**src/rtl/seven_seg_pkg.sv**
```systemverilog
// Shared types and the hex-to-segment table for the seven-segment scanner.
// Segment patterns are active-high and ordered {a,b,c,d,e,f,g}.
package seven_seg_pkg;

    typedef logic [6:0] seg7_t;

    localparam seg7_t SEG_OFF = 7'b000_0000;

    function automatic seg7_t hex_to_seg(input logic [3:0] nibble);
        seg7_t pattern;
        case (nibble)
            4'h0:    pattern = 7'b111_1110;
            4'h1:    pattern = 7'b011_0000;
            4'h2:    pattern = 7'b110_1101;
            4'h3:    pattern = 7'b111_1001;
            4'h4:    pattern = 7'b011_0011;
            4'h5:    pattern = 7'b101_1011;
            4'h6:    pattern = 7'b101_1111;
            4'h7:    pattern = 7'b111_0000;
            4'h8:    pattern = 7'b111_1111;
            4'h9:    pattern = 7'b111_1011;
            4'hA:    pattern = 7'b111_0111;
            4'hB:    pattern = 7'b001_1111;
            4'hC:    pattern = 7'b100_1110;
            4'hD:    pattern = 7'b011_1101;
            4'hE:    pattern = 7'b100_1111;
            4'hF:    pattern = 7'b100_0111;
            default: pattern = SEG_OFF;
        endcase
        return pattern;
    endfunction

endpackage

```
**src/rtl/seven_seg_scan_timer.sv**
```systemverilog
// Slot timing for the scanner: prescaler, digit index, frame boundary,
// registered frame_start pulse and the PWM on/off compare.
module seven_seg_scan_timer
    import seven_seg_pkg::*;
#(
    parameter int DIGITS     = 4,
    parameter int PRESCALE_W = 16,
    parameter int BRIGHT_W   = 4,
    parameter int IDX_W      = 2
) (
    input  logic                clock,
    input  logic                reset_n,
    input  logic [BRIGHT_W-1:0] brightness,
    output logic [IDX_W-1:0]    digit_idx,
    output logic                frame_boundary,
    output logic                frame_start,
    output logic                pwm_on
);

    logic [PRESCALE_W-1:0] prescaler_r;
    logic [IDX_W-1:0]      idx_r;
    logic                  frame_start_r;
    logic                  slot_end_s;
    logic                  last_digit_s;

    assign slot_end_s     = &prescaler_r;
    assign last_digit_s   = (idx_r == IDX_W'(DIGITS - 1));
    assign frame_boundary = slot_end_s && last_digit_s;
    // Top bits of the prescaler form the PWM ramp within each slot.
    assign pwm_on         = (prescaler_r[PRESCALE_W-1 -: BRIGHT_W] < brightness);
    assign digit_idx      = idx_r;
    assign frame_start    = frame_start_r;

    // Prescaler, digit index and frame_start pulse.
    always_ff @(posedge clock or negedge reset_n) begin
        if (!reset_n) begin
            prescaler_r   <= '0;
            idx_r         <= '0;
            frame_start_r <= 1'b0;
        end else begin
            prescaler_r   <= prescaler_r + PRESCALE_W'(1);
            frame_start_r <= frame_boundary;
            if (slot_end_s) begin
                if (last_digit_s) begin
                    idx_r <= '0;
                end else begin
                    idx_r <= idx_r + IDX_W'(1);
                end
            end else begin
                idx_r <= idx_r;
            end
        end
    end

endmodule

```
**src/rtl/seven_seg_scanner.sv**
```systemverilog
// Time-multiplexed N-digit seven-segment driver with double-buffered data,
// leading-zero blanking, PWM brightness and configurable pin polarity.
module seven_seg_scanner
    import seven_seg_pkg::*;
#(
    parameter int DIGITS         = 4,
    parameter int PRESCALE_W     = 16,
    parameter int BRIGHT_W       = 4,
    parameter bit SEG_ACTIVE_LOW = 1'b0,
    parameter bit DIG_ACTIVE_LOW = 1'b1
) (
    input  logic                  clock,
    input  logic                  reset_n,
    input  logic [4*DIGITS-1:0]   number,
    input  logic [DIGITS-1:0]     digit_enables,
    input  logic [DIGITS-1:0]     dots,
    input  logic                  lz_suppress,
    input  logic [BRIGHT_W-1:0]   brightness,
    input  logic                  load,
    output logic [7:0]            segments,
    output logic [DIGITS-1:0]     digit_drive,
    output logic                  frame_start
);

    localparam int IDX_W = (DIGITS > 1) ? $clog2(DIGITS) : 1;
    localparam logic [7:0]        SEG_IDLE = {8{SEG_ACTIVE_LOW}};
    localparam logic [DIGITS-1:0] DIG_IDLE = {DIGITS{DIG_ACTIVE_LOW}};

    logic [IDX_W-1:0]    digit_idx_s;
    logic                frame_boundary_s;
    logic                pwm_on_s;

    logic [4*DIGITS-1:0] pend_number_r, act_number_r;
    logic [DIGITS-1:0]   pend_en_r, act_en_r;
    logic [DIGITS-1:0]   pend_dots_r, act_dots_r;
    logic                pend_lz_r, act_lz_r;
    logic                pend_valid_r;

    logic [3:0]          nibble_s;
    logic                blank_s;
    logic                lit_s;
    seg7_t               pattern_s;
    logic [7:0]          seg_next_s;
    logic [DIGITS-1:0]   dig_next_s;
    logic [7:0]          segments_r;
    logic [DIGITS-1:0]   digit_drive_r;

    seven_seg_scan_timer #(
        .DIGITS     (DIGITS),
        .PRESCALE_W (PRESCALE_W),
        .BRIGHT_W   (BRIGHT_W),
        .IDX_W      (IDX_W)
    ) u_timer (
        .clock          (clock),
        .reset_n        (reset_n),
        .brightness     (brightness),
        .digit_idx      (digit_idx_s),
        .frame_boundary (frame_boundary_s),
        .frame_start    (frame_start),
        .pwm_on         (pwm_on_s)
    );

    // Pending/active display buffers; a load on a boundary waits for the next one.
    always_ff @(posedge clock or negedge reset_n) begin
        if (!reset_n) begin
            pend_number_r <= '0;
            pend_en_r     <= '0;
            pend_dots_r   <= '0;
            pend_lz_r     <= 1'b0;
            pend_valid_r  <= 1'b0;
            act_number_r  <= '0;
            act_en_r      <= '0;
            act_dots_r    <= '0;
            act_lz_r      <= 1'b0;
        end else begin
            if (frame_boundary_s && pend_valid_r) begin
                act_number_r <= pend_number_r;
                act_en_r     <= pend_en_r;
                act_dots_r   <= pend_dots_r;
                act_lz_r     <= pend_lz_r;
            end
            if (load) begin
                pend_number_r <= number;
                pend_en_r     <= digit_enables;
                pend_dots_r   <= dots;
                pend_lz_r     <= lz_suppress;
                pend_valid_r  <= 1'b1;
            end else if (frame_boundary_s) begin
                pend_valid_r  <= 1'b0;
            end else begin
                pend_valid_r  <= pend_valid_r;
            end
        end
    end

    // Decode, leading-zero blanking and ghosting guard for the current slot.
    always_comb begin
        nibble_s = act_number_r[{digit_idx_s, 2'b00} +: 4];
        blank_s  = act_lz_r && (digit_idx_s != '0);
        for (int i = 0; i < DIGITS; i++) begin
            blank_s = blank_s &&
                      !((i >= int'(digit_idx_s)) && (act_number_r[i*4 +: 4] != 4'h0));
        end
        pattern_s  = blank_s ? SEG_OFF : hex_to_seg(nibble_s);
        lit_s      = act_en_r[digit_idx_s] && pwm_on_s;
        seg_next_s = lit_s ? {pattern_s, act_dots_r[digit_idx_s]} : 8'h00;
        dig_next_s = lit_s ? (DIGITS'(1'b1) << digit_idx_s) : '0;
    end

    // Output registers; pin polarity is applied only here.
    always_ff @(posedge clock or negedge reset_n) begin
        if (!reset_n) begin
            segments_r    <= SEG_IDLE;
            digit_drive_r <= DIG_IDLE;
        end else begin
            segments_r    <= seg_next_s ^ SEG_IDLE;
            digit_drive_r <= dig_next_s ^ DIG_IDLE;
        end
    end

    assign segments    = segments_r;
    assign digit_drive = digit_drive_r;

endmodule

```
**config.mk**
```make
export PLATFORM = sky130hd
export DESIGN_NAME = seven_seg_scanner
export DESIGN_NICKNAME = d
export VERILOG_FILES = /design/src/rtl/seven_seg_pkg.sv /design/src/rtl/seven_seg_scan_timer.sv /design/src/rtl/seven_seg_scanner.sv
export SDC_FILE = /design/constraint.sdc
export NUM_CORES = 1
export LEC_CHECK = 0
export BUFFER_PORTS_ARGS = -buffer_cell sky130_fd_sc_hd__clkbuf_2
export CAP_MARGIN = 10
export CORE_ASPECT_RATIO = 0.8
export CORE_MARGIN = 5
export CORE_UTILIZATION = 40
export CTS_CLUSTER_DIAMETER = 100
export DETAILED_ROUTE_END_ITERATION = 6
export PLACE_DENSITY_LB_ADDON = 0.08
export SLEW_MARGIN = 0
export SYNTH_ARGS = -nofsm -noshare
export SYNTH_HDL_FRONTEND = slang
export SYNTH_SLANG_ARGS = --single-unit
export TNS_END_PERCENT = 30
```
**constraint.sdc**
```tcl
create_clock -name clock -period 2 [get_ports clock]
set_input_delay 0.3 -clock clock [delete_from_list [all_inputs] [get_ports clock]]
set_output_delay 0.3 -clock clock [all_outputs]
set_load 0.005 [all_outputs]
```
== Word-level counts from Yosys, hierarchy flattened ==
Memory sizes are Yosys's and may differ from the RTL's.
Index checks and enable logic that the tools add are counted.
Operators by class
  add/sub/neg operators: 2
  $lt $le $gt $ge: 5
  equal/unequal tests: 1
  shift operators: 2
  multiplexer cells: 10
  bitwise logic cells: 1
  reductions and logical operators: 22
Operators by type and width (count)
  adder 16 x 1 -> 16 bit (second input constant): 1
  AND reduction 16 bit: 1
  nonzero test 4 bit: 4
  indexed part select 16 x 5 -> 4 bit: 1
  logical AND 1 bit: 11
  two-way mux 8 bit: 1
  two-way mux 7 bit: 1
  binary-select mux 1 bit (select 2 bit): 2
  greater-or-equal comparator 1 x 2 -> 1 bit (first input constant): 2
  zero test 1 bit: 4
  < comparator 4 bit: 1
  two-way mux 1 bit: 4
  two-way mux 4 bit: 1
  inverter 4 bit: 1
  nonzero test 2 bit: 2
  << shifter 1 x 2 -> 4 bit (first input constant): 1
  < comparator 2 x 3 -> 1 bit (second input constant): 1
  adder 2 x 1 -> 2 bit (second input constant): 1
  == test 2 bit (second input constant): 1
  greater-or-equal comparator 2 bit (first input constant): 1
  two-way mux 2 bit: 1
Word-level totals
  bits in registers: 82
  ROM bits: 112
  input bits: 32
  output and inout bits: 13
  logic and storage cells: 58
  memories: 1
Memory list
  (no name shown): words 16, bits a word 7, read ports 1, clocked after Yosys merged registers in 0, wr ports 0, RTL line seven_seg_pkg.sv:11  | case (nibble)

== Depth between registers and ports, before layout ==
Gate-level depths: netlist (run 1).
  depth after elaboration: 9
  gate-level depth with buffers: 9

== By module ==
From an unflattened synthesis (run 1), not the netlist that was laid out.
Second synthesis, totals
  cell total of the unflattened synthesis: 269
  area total of the unflattened synthesis: 3713.6 um^2
By module, submodules not included
  seven_seg_scanner: instances 1, cells an instance 192, area an instance 2813.9 um^2, seq. area each 1581.5 um^2
  seven_seg_scan_timer: instances 1, cells an instance 77, area an instance 899.6 um^2, seq. area each 475.5 um^2

== Worst setup path after synthesis (run 1) ==
OpenSTA, ideal clock, no wires.
  path kind: register -> register
  from: register u_timer.idx_r[0] (netlist: u_timer.digit_idx[0])
  to: register segments_r[6] (netlist: segments[6])
  library setup time: 0.099 ns
  arrival time: 1.933 ns
  slack: -0.033 ns
  stages on the path, launching flop included: 8
  path through: dfrtp_1 -> buf_2 -> mux4_2 -> inv_1 -> ha_1 -> o21ai_1 -> a21oi_1 -> a311oi_1
Between the ends
  longest elaborated chain between the ends: 9
Ends and longest elaborated chain
  start: declaration: RTL line seven_seg_scan_timer.sv:21  | logic [IDX_W-1:0] idx_r;
  start signal: assignment: RTL line seven_seg_scan_timer.sv:47  | idx_r <= idx_r + IDX_W'(1);
  start signal: assignment: RTL line seven_seg_scan_timer.sv:50  | idx_r <= idx_r;
  branches (longest 8 deep; another with memory read (16 x 7 bit))
  two-way mux 8 bit *: RTL line seven_seg_scanner.sv:106  | seg_next_s = lit_s ? {pattern_s, act_dots_r[digit_idx_s]} : 8'h00;
  named net seg_next_s[6]: RTL line seven_seg_scanner.sv:43  | logic [7:0] seg_next_s;
  end signal: assignment: RTL line seven_seg_scanner.sv:116  | segments_r <= seg_next_s ^ SEG_IDLE;
  end: declaration: RTL line seven_seg_scanner.sv:45  | logic [7:0] segments_r;
Mark *: on every way through the listed nets, which the timed path passes. The select of a mux whose other input is x is not followed.
A chain may end at the register's enable or synchronous reset.

== Worst setup path in the final report (run 1) ==
  from: register u_timer.idx_r[0] (netlist: u_timer.digit_idx[0])
  to: register segments_r[2] (netlist: segments[2])
Same word-level chain as after synthesis.

==> results.sh, run 1 <==
export IMPL_cpMaxStageDelayCell="mux4_2"
export IMPL_skew_ps=3.54
export IMPL_synthesis_nets=319
export IMPL_vias=2205
export IMPL_yosysMostFrequentCell="dfrtp_1"
export IMPL_avgSynthCellArea_um2=13.9
export IMPL_nets=382
export IMPL_grt_pass1_wl_um=12000
export IMPL_fin_cells=454
export IMPL_drive_above_1_share=0.425
export IMPL_hold_path_class="input pin to async pin"
export IMPL_gp_congestion=0.755
export IMPL_die_w_um=119
export IMPL_yosysWarnings=0
export IMPL_vdd_ir_drop_max_mv=0.596
export IMPL_path_clk_slew_ps=60
export IMPL_synth_ff_type="dfrtp_1"
export IMPL_wl_per_cell_um=15.3
export IMPL_htreeDepth=3
export IMPL_finalCriticalPeriod_ps=1890
export IMPL_end_kind="register"
export IMPL_core_area_um2=9150
export IMPL_cap_violations=0
export IMPL_hold_viol=9
export IMPL_drcViolationCount=0
export IMPL_postSynthCellCount=272
export IMPL_initial_core_util=0.413
export IMPL_drt_pass1_iter_count=4
export IMPL_yosys_area_top_type_share=0.516
export IMPL_port_buffers=44
export IMPL_root_buffer="clkbuf_16"
export IMPL_antennaDiodeCount=0
export IMPL_power_density_nw_per_um2=738
export IMPL_fin_util=0.490
export IMPL_cp_num_buf_inv=0
export IMPL_final_area_um2=4480
export IMPL_critPathMaxFanout=6
export IMPL_tightest_slew_ps=671
export IMPL_slew_violations=0
export IMPL_cts_tree="yes"
export IMPL_critical_path_class="register to register"
export IMPL_crit_required_ps=2240
export IMPL_syn_area_um2=3780
export IMPL_grt_ovfl_total=0
export IMPL_crit_family="multiplexers"
export IMPL_synth_cell_types=39
export IMPL_start_kind="register"
export IMPL_num_io_pins=45
export IMPL_worst_path_largest_cell_delay_ps=600
export IMPL_row_count=31
export IMPL_total_power_mw=3.31
export IMPL_ys_ff_latch=82
export IMPL_cts_buffer_depth=2
export IMPL_hold_worst_slack_ps=-7.16
export IMPL_grt_total_usage=0.132
export IMPL_dp_slack_ps=76.7
export IMPL_die_area_um2=11500
export IMPL_grt_start_max_net_pins=49
export IMPL_reg2reg_setup_slack_ps=110
export IMPL_leakagePower_nw=2.14
export IMPL_r2r_start="u_timer.digit_idx[0]"
export IMPL_synth_yosys_seq_area_share=0.544
export IMPL_path_cells="mux4_2, ha_1, mux2_2, a211oi_1"
export IMPL_die_height_um=97.0
export IMPL_worst_slack_ps=113
export IMPL_finalSetupTns_ps=0
export IMPL_place_area_um2=4220
export IMPL_setup_viol=0
export IMPL_status="finished with violations"
export IMPL_synth_edff_count=0
export IMPL_synth_common_cells="dfrtp_1 (78), mux2_2 (32), mux2_4 (20)"
export IMPL_synthArstFlopShare=1.00
export IMPL_max_freq_ghz=0.530
export IMPL_grt_pass1_vias=2411
export IMPL_violations="negative hold slack"
export IMPL_relSlewSlack=0.552
export IMPL_dp_hpwl_um=4970
export IMPL_dp_cells=438
export IMPL_min_period_over_period=0.944
export IMPL_crit_start="u_timer.digit_idx[0]"
export IMPL_clock_sinks=82
export IMPL_syn2layout_area_growth_pct=18.5
export IMPL_antenna_found_initial=0
export IMPL_synthTopCellsByArea="dfrtp_1 (52%), mux2_2 (9.5%), mux2_4 (7.9%)"
export IMPL_yosysTopAreaCell="dfrtp_1"
export IMPL_rsz0062_at_grt="yes"
export IMPL_cts_made_buffers=9
export IMPL_via_per_inst=4.86
export IMPL_routed_wirelength_um=6930
export IMPL_drt_iter0_markers=61
export IMPL_critPathArrivalTime_ps=2120
export IMPL_ant_nets=0
export IMPL_clock_latency_ps=330
[path summary, 6_finish.rpt]
path                                           to  depth (start not counted)
hold / removal             u_timer.prescaler_r[4]                          1
min in group clock               pend_number_r[8]                          2
hold reg to reg            u_timer.prescaler_r[4]                          1
setup / recovery                      segments[2]                          4
max in group asynchronous        pend_number_r[1]                          2
setup reg to reg                      segments[2]                          4
[report_power, final]
part | internal [mW] | switching (mW) | total (mW)
Combinational | 0.0739 | 0.0628 | 0.137
Clock | 0.829 | 0.602 | 1.43
Sequential | 1.71 | 0.0284 | 1.74
Total | 2.61 | 0.693 | 3.31
[sequential cells by signal, summed over array words and instances, names as in the netlist, 4 cells and up]
signal and flops:
act_en_r 4, segments 8, act_dots_r 4, digit_drive 4, pend_dots_r 4, act_number_r 16
pend_number_r 16, u_timer.prescaler_r 16, pend_en_r 4
[cell families (layout without fill, tap and decap cells)]
logic type / after synthesis / count (layout) / share of synthesized area
AOI/OAI and AO/OA: 17 / 17 / 0.0288
adders and majority gates: 15 / 15 / 0.0496
DFF: 82 / 82 / 0.544
and+or+nand+nor: 56 / 56 / 0.0820
buffers and inverters: 22 / 89 / 0.0334
muxes: 62 / 62 / 0.221
xor gates and xnor gates: 18 / 18 / 0.0417
[routing by layer]
layer | global-route usage | vias to the layer above | part of all wire
li1 | - | 1078 | -
met5 | 0 | - | 0
met3 | 0.0548 | 8 | 0.044
met4 | 0.0347 | 0 | 0.012
met2 | 0.181 | 42 | 0.41
met1 | 0.190 | 1077 | 0.54
[cells in the final DEF, fill, tap and decap left out, types with 4 or more instances in the layout]
master and instances:
buf_4 16, clkbuf_16 9, clkbuf_2 43, dfrtp_1 78
dfstp_2 4, ha_1 15, inv_1 11, mux2_2 32
mux2_4 20, mux2i_1 4, mux4_2 6, nand2_1 19
nand3_1 5, nor2_1 11, o21ai_0 4, xnor2_1 15
[worst register-to-register path, cell delays in order (launching register included)]
cell	delay (ps)
dfrtp_1	400
mux4_2	600
ha_1	290
mux2_2	270
a211oi_1	230
[what timing repair did]
item                       4_1_cts  5_1_grt
setup endpoints to repair        0        1
resized for setup                0        3
buffers inserted                 0        1
hold buffers                     0        0
[final cells by class]
type / count / area [um^2]
fillers: 820 / 4670
flip-flops and latches: 82 / 2060
multi-input cells: 168 / 1600
repair buffers: 61 / 375
clock buffers: 12 / 236
well taps: 115 / 144
inverters: 13 / 48.8
clock inverters: 3 / 17.5
(Power assumes the default switching activity.)
==> inputs of run 2 (changes only) <==
CORE_UTILIZATION = 48   (was 40)
GPL_TIMING_DRIVEN = 0   (was not set)
==> run 2 against run 1 <==
  * The run now ends clean
  * Critical path depth increased by 3
  * Global-route usage increased by 2.3 points
  * Utilization increased by 10 points
  * Clock skew increased by 4.9 ps
  * Non-clock buffer count increased by 8
  * Die area decreased by 15%
  * Cell area increased by 2.5%
  * Clock power decreased by 15%
  * First-iteration DRC count increased by 3.3%
  * Setup slack got worse by 53 ps
  * Largest power group unchanged
==> results.sh, run 2 (synthesis results as in run 1) <==
export IMPL_status="finished, final reports clean"
export IMPL_drive_above_1_share=0.471
export IMPL_tightest_slew_ps=612
export IMPL_grt_total_usage=0.155
export IMPL_grt_ovfl_total=0
export IMPL_antenna_found_initial=0
export IMPL_critical_path_class="register to register"
export IMPL_p_int_mw=2.43
export IMPL_grt_pass1_wl_um=11400
export IMPL_hold_depth=2
export IMPL_drt_pass1_iter_count=4
export IMPL_combPwrFrac=0.045
export IMPL_dp_hpwl_um=4720
export IMPL_drcViolationCount=0
export IMPL_via_per_inst=4.93
export IMPL_routed_wirelength_um=6830
export IMPL_fin_util=0.589
export IMPL_p_sw_frac=0.216
export IMPL_total_power_mw=3.10
export IMPL_die_height_um=89.4
export IMPL_grt_start_max_net_pins=49
export IMPL_grt_pass1_vias=2218
export IMPL_hold_worst_slack_ps=182
export IMPL_cts_tree="yes"
export IMPL_row_count=29
export IMPL_die_area_um2=9770
export IMPL_worst_slack_ps=59.9
export IMPL_drt_iter0_markers=63
export IMPL_critPathMaxFanout=6
export IMPL_mostFrequentLayoutCell="dfrtp_1"
export IMPL_root_buffer="clkbuf_8"
export IMPL_leakagePower_nw=2.15
export IMPL_layout_common_cells="dfrtp_1 (78), clkbuf_2 (42), mux2_2 (32)"
export IMPL_htreeDepth=3
export IMPL_port_buffers=43
export IMPL_skew_ps=8.41
export IMPL_cts_buffer_depth=2
export IMPL_power_density_nw_per_um2=674
export IMPL_hold_viol=0
export IMPL_dp_slack_ps=-205
export IMPL_cpMaxStageDelayCell="mux4_2"
export IMPL_cts_made_buffers=9
export IMPL_critPathArrivalTime_ps=2200
export IMPL_vias=2249
export IMPL_nets=390
export IMPL_finalSetupTns_ps=0
export IMPL_rsz0062_at_grt="yes"
export IMPL_initial_core_util=0.485
export IMPL_min_period_over_period=0.970
export IMPL_largestRegisters="act_number_r (16), pend_number_r (16), u_timer.prescaler_r (16)"
export IMPL_vdd_ir_drop_max_mv=0.370
export IMPL_ff2ff_path_depth=7
export IMPL_relSlewSlack=0.592
export IMPL_finalCriticalPeriod_ps=1940
export IMPL_clock_sinks=82
export IMPL_path_clk_slew_ps=80
export IMPL_setup_viol=0
export IMPL_path_cells="buf_6, mux4_2, inv_4, buf_4, ha_1, mux2_2, a211oi_2"
export IMPL_end_kind="register"
export IMPL_fillers=648
export IMPL_wl_per_cell_um=15.0
export IMPL_switching_power_uw=669
export IMPL_clock_latency_ps=350
export IMPL_max_freq_ghz=0.515
export IMPL_die_w_um=109
export IMPL_slew_violations=0
export IMPL_seq_power_share=0.560
export IMPL_worst_path_largest_cell_delay_ps=420
export IMPL_start_kind="register"
export IMPL_gp_congestion=0.767
export IMPL_cap_violations=0
export IMPL_core_area_um2=7800
export IMPL_syn2layout_area_growth_pct=21.5
export IMPL_antennaDiodeCount=0
export IMPL_crit_required_ps=2260
export IMPL_num_io_pins=45
export IMPL_ant_nets=0
export IMPL_multi_input_area_um2=1690
export IMPL_regArea_um2=2060
export IMPL_clkPwrFrac=0.395
export IMPL_hold_path_class="input pin to register"
==> run 2: power by group through the flow <==
stage	Combinational, mW	Sequential (mW)	Clock (mW)
floorplan	0.0664	1.76	0
global route	0.159	1.74	1.34
finish	0.140	1.73	1.22
detailed placement	0.144	1.77	0
global placement	0.133	1.77	0
CTS	0.145	1.74	1.26
==> run 2: timing repair <==
action,CTS,global route
endpoints found under the hold margin,31,0
hold buffers,1,0
setup endpoints to repair,27,27
buffers inserted,7,8
resized for setup,7,17
pin swaps,1,4
==> run 2: final timing paths <==
kind | from | to | slack, ps
max reg2reg | u_timer.digit_idx[0] | segments[1] | 60
min reg2reg | pend_valid_r | pend_valid_r | 470
max | u_timer.digit_idx[0] | segments[1] | 60
min | dots[1] | pend_dots_r[1] | 180
min in group asynchronous | reset_n | u_timer.prescaler_r[2] | 480
max in group asynchronous | reset_n | digit_drive[3] | 860
==> run 2: worst max-delay path, delay by kind of cell (launching register included) <==
kind	cells	cell delay, ps
buffers and inverters	3	340
adders and majority gates	1	210
AOI/OAI and AO/OA	1	210
DFF	1	400
muxes	2	700
==> run 2: stage by stage <==
step	std cells	area [um^2]
after floorplan	272	3790
after global placement	423	4140
after detailed placement	424	4170
after CTS	448	4460
after global routing	456	4600
final	456	4600
==> run 2: cell type report <==
cell class	count	area share
repair buffers	60	0.0800
multi-input cells	168	0.367
inverters	13	0.0112
clock inverters	4	0.0109
flip-flops and latches	82	0.447
clock buffers	12	0.0338
plain buffers	9	0.0201
well taps	108	0.0294
==> run 2: routing by layer <==
layer / wire length (um) / GRT usage / share of wire
met2: 3030 / 0.224 / 0.44
met5: 0 / 0 / 0
met3: 253 / 0.0513 / 0.037
met1: 3480 / 0.226 / 0.51
met4: 64 / 0.0362 / 0.0094
==> inputs of run 3 (changes only) <==
ABC_AREA = 1   (was not set)
PLACE_DENSITY = 0.7   (was not set)
PLACE_DENSITY_LB_ADDON = not set   (was 0.08)
==> run 3 against run 2 <==
  * Clock skew increased by 1.1 ps
  * Critical path depth increased by 3
  * Via count increased by 34%
  * Die area increased by 6.4%
  * Count of clock-buffer cells in the layout unchanged
  * Sequential share of layout area decreased by 0.69 points
  * Cell count increased by 35%
  * Register-to-register slack improved by 120 ps
  * Utilization decreased by 3.1 points
  * Global-route usage increased by 1.1 points
  * Synthesized cell count increased by 62%
  * Flip-flop and latch count unchanged
  * Critical endpoint is now segments[4]
==> results.sh, run 3 <==
export IMPL_htreeDepth=3
export IMPL_avgSynthCellArea_um2=9.20
export IMPL_antennaDiodeCount=0
export IMPL_combPwrFrac=0.052
export IMPL_hold_path_class="input pin to register"
export IMPL_yosysTopAreaCell="dfrtp_1"
export IMPL_mostFrequentLayoutCell="nand2_1"
export IMPL_nets=546
export IMPL_synth_ff_type="dfrtp_1"
export IMPL_port_buffers=43
export IMPL_ant_nets=0
export IMPL_cts_tree="yes"
export IMPL_synth_common_cells="nand2_1 (94), dfrtp_1 (78), inv_1 (45)"
export IMPL_ys_ff_latch=82
export IMPL_tightest_slew_ps=554
export IMPL_yosysWarnings=0
export IMPL_fin_cells=616
export IMPL_end_kind="register"
export IMPL_synthMuxAreaShare=0
export IMPL_grt_start_max_net_pins=43
export IMPL_die_area_um2=10400
export IMPL_switching_power_uw=708
export IMPL_slew_violations=0
export IMPL_finalCriticalPeriod_ps=1820
export IMPL_gp_congestion=0.835
export IMPL_core_area_um2=8370
export IMPL_final_area_um2=4670
export IMPL_row_count=30
export IMPL_synth_cell_types=30
export IMPL_syn2layout_area_growth_pct=15.2
export IMPL_largestRegisters="act_number_r (16), pend_number_r (16), u_timer.prescaler_r (16)"
export IMPL_grt_pass1_vias=3007
export IMPL_crit_path_frequent_cell="nand3_1"
export IMPL_synth_yosys_seq_area_share=0.507
export IMPL_met3_usage=0.0396
export IMPL_total_power_mw=3.07
export IMPL_drcViolationCount=0
export IMPL_drt_iter0_markers=126
export IMPL_critPathMaxFanout=10
export IMPL_synthTopCellsByArea="dfrtp_1 (48%), nand2_1 (8.7%), o21ai_2 (5.6%)"
export IMPL_synthesis_nets=488
export IMPL_leakagePower_nw=2.38
export IMPL_drt_pass1_iter_count=4
export IMPL_synthArstFlopShare=1.00
export IMPL_layout_common_cells="nand2_1 (92), dfrtp_1 (77), inv_1 (45)"
export IMPL_dp_cells=597
export IMPL_postSynthCellCount=441
export IMPL_r2r_start="u_timer.digit_idx[0]"
export IMPL_worst_path_largest_cell_delay_ps=420
export IMPL_relSlewSlack=0.631
export IMPL_clock_latency_ps=350
export IMPL_synth_adder_area_share=0.0463
export IMPL_cap_violations=0
export IMPL_p_sw_frac=0.230
export IMPL_die_w_um=113
export IMPL_setup_viol=0
export IMPL_start_kind="register"
export IMPL_met2_usage=0.251
export IMPL_grt_pass1_wl_um=14000
export IMPL_path_cells="buf_6, clkbuf_4, nand2_1, nand3_1, nand2_2, ha_1, nand3_1, nand3_1, nand2_1, nor2_1"
export IMPL_yosys_area_top_type_share=0.481
export IMPL_p_int_mw=2.37
export IMPL_grt_total_usage=0.166
export IMPL_dp_hpwl_um=5900
export IMPL_power_density_nw_per_um2=658
export IMPL_critPathArrivalTime_ps=2070
export IMPL_grt_busiest_layer="met2"
export IMPL_wl_per_cell_um=12.9
export IMPL_holdCritStartpoint="number[13]"
export IMPL_synth_simple_gate_area_share=0.238
export IMPL_path_clk_slew_ps=80
export IMPL_syn_area_um2=4060
export IMPL_routed_wirelength_um=7980
export IMPL_synth_top_family_by_area="simple AND/OR/NAND/NOR gates"
export IMPL_grt_ovfl_total=0
export IMPL_die_height_um=92.2
export IMPL_synthXorXnorAreaFrac=0.0259
export IMPL_antenna_found_initial=0
export IMPL_cts_made_buffers=9
export IMPL_seq_power_share=0.557
export IMPL_yosysMostFrequentCell="nand2_1"
export IMPL_synth_compound_area_share=0.107
export IMPL_vdd_ir_drop_max_mv=0.365
export IMPL_crit_start="u_timer.digit_idx[0]"
export IMPL_clock_sinks=82
export IMPL_max_freq_ghz=0.549
export IMPL_synth_edff_count=0
export IMPL_min_period_over_period=0.911
export IMPL_status="finished, final reports clean"
export IMPL_use_met1=0.236
export IMPL_root_buffer="clkbuf_8"
export IMPL_crit_required_ps=2250
export IMPL_cts_buffer_depth=2
export IMPL_rsz0062_at_grt="no"
export IMPL_vias=3014
export IMPL_place_area_um2=4430
export IMPL_skew_ps=9.47
export IMPL_cpMaxStageDelayCell="dfrtp_1"
export IMPL_clkPwrFrac=0.391
export IMPL_num_io_pins=45
export IMPL_critical_path_class="register to register"
export IMPL_drive_above_1_share=0.300
export IMPL_via_per_inst=4.89
export IMPL_hold_viol=0
export IMPL_initial_core_util=0.484
[run 3: cell types whose count changed in the layout (fill, tap and decap cells not counted), sizes merged, moves of 6 or more]
cell | before | now
mux2 | 52 | 0
buf | 22 | 11
mux4 | 6 | 0
xnor2 | 15 | 2
nor2 | 11 | 34
o21ai | 6 | 60
nand2 | 19 | 126
nand3 | 7 | 34
xor2 | 3 | 10
inv | 13 | 49
[run 3: power groups by stage]
stage,clock [mW],sequential [mW],combinational [mW]
3_5_place_dp,0,1.75,0.165
6_report,1.20,1.71,0.160
5_1_grt,1.31,1.72,0.190
3_3_place_gp,0,1.74,0.154
2_1_floorplan,0,1.74,0.0742
4_1_cts,1.24,1.71,0.167
[run 3: per-layer routing]
layer | wire [um] | up-vias
li1 | - | 1514
met5 | 0 | -
met1 | 3880 | 1427
met4 | 104 | 0
met3 | 378 | 11
met2 | 3610 | 62
[run 3: cell type report]
class | instances | area, um^2
fill | 771 | 3700
sequential | 82 | 2060
multi-input combinational | 295 | 1710
timing repair buffer | 47 | 263
inverter | 49 | 186
clock buffer | 12 | 145
tap | 112 | 140
buffer | 15 | 120
clock inverter | 4 | 51.3
[run 3: per-stage QoR]
step	utilization	worst slack (ps)	hold WS, ps	TNS, ps
5_1_grt	0.558	32.3	144	0
3_3_place_gp	0.527	-190	438	-14480
6_report	0.558	177	150	0
4_1_cts	0.554	57.2	135	0
3_5_place_dp	0.530	57.9	352	0
2_1_floorplan	-	367	4.41	0
[run 3: cell families after synthesis]
group,count (synthesis)
simple gates,202
flops,82
compound gates,66
buf+inv,64
fa+ha+maj,15
xor+xnor,12
[run 3: final timing paths]
path | slack, ps | cells past startpoint | endpoint
setup / recovery | 180 | 10 | segments[4]
hold / removal | 150 | 3 | pend_number_r[13]
setup reg to reg | 180 | 10 | segments[4]
hold reg to reg | 450 | 1 | u_timer.prescaler_r[0]
max in group asynchronous | 830 | 3 | digit_drive[3]
min in group asynchronous | 500 | 2 | u_timer.prescaler_r[6]
[run 3: timing repair]
item | in CTS | in global routing
hold buffers | 1 | 0
setup endpoints to repair | 0 | 7
buffers inserted | 0 | 2
hold endpoints to repair | 40 | 0
gates resized for setup | 0 | 6
[run 3: critical path, delay by kind of cell (launching register included)]
kind / cells / cell delay [ps]
AND/OR/NAND/NOR: 7 / 590
flip-flops: 1 / 420
buffers and inverters: 2 / 350
adder cells (fa/ha/maj): 1 / 340
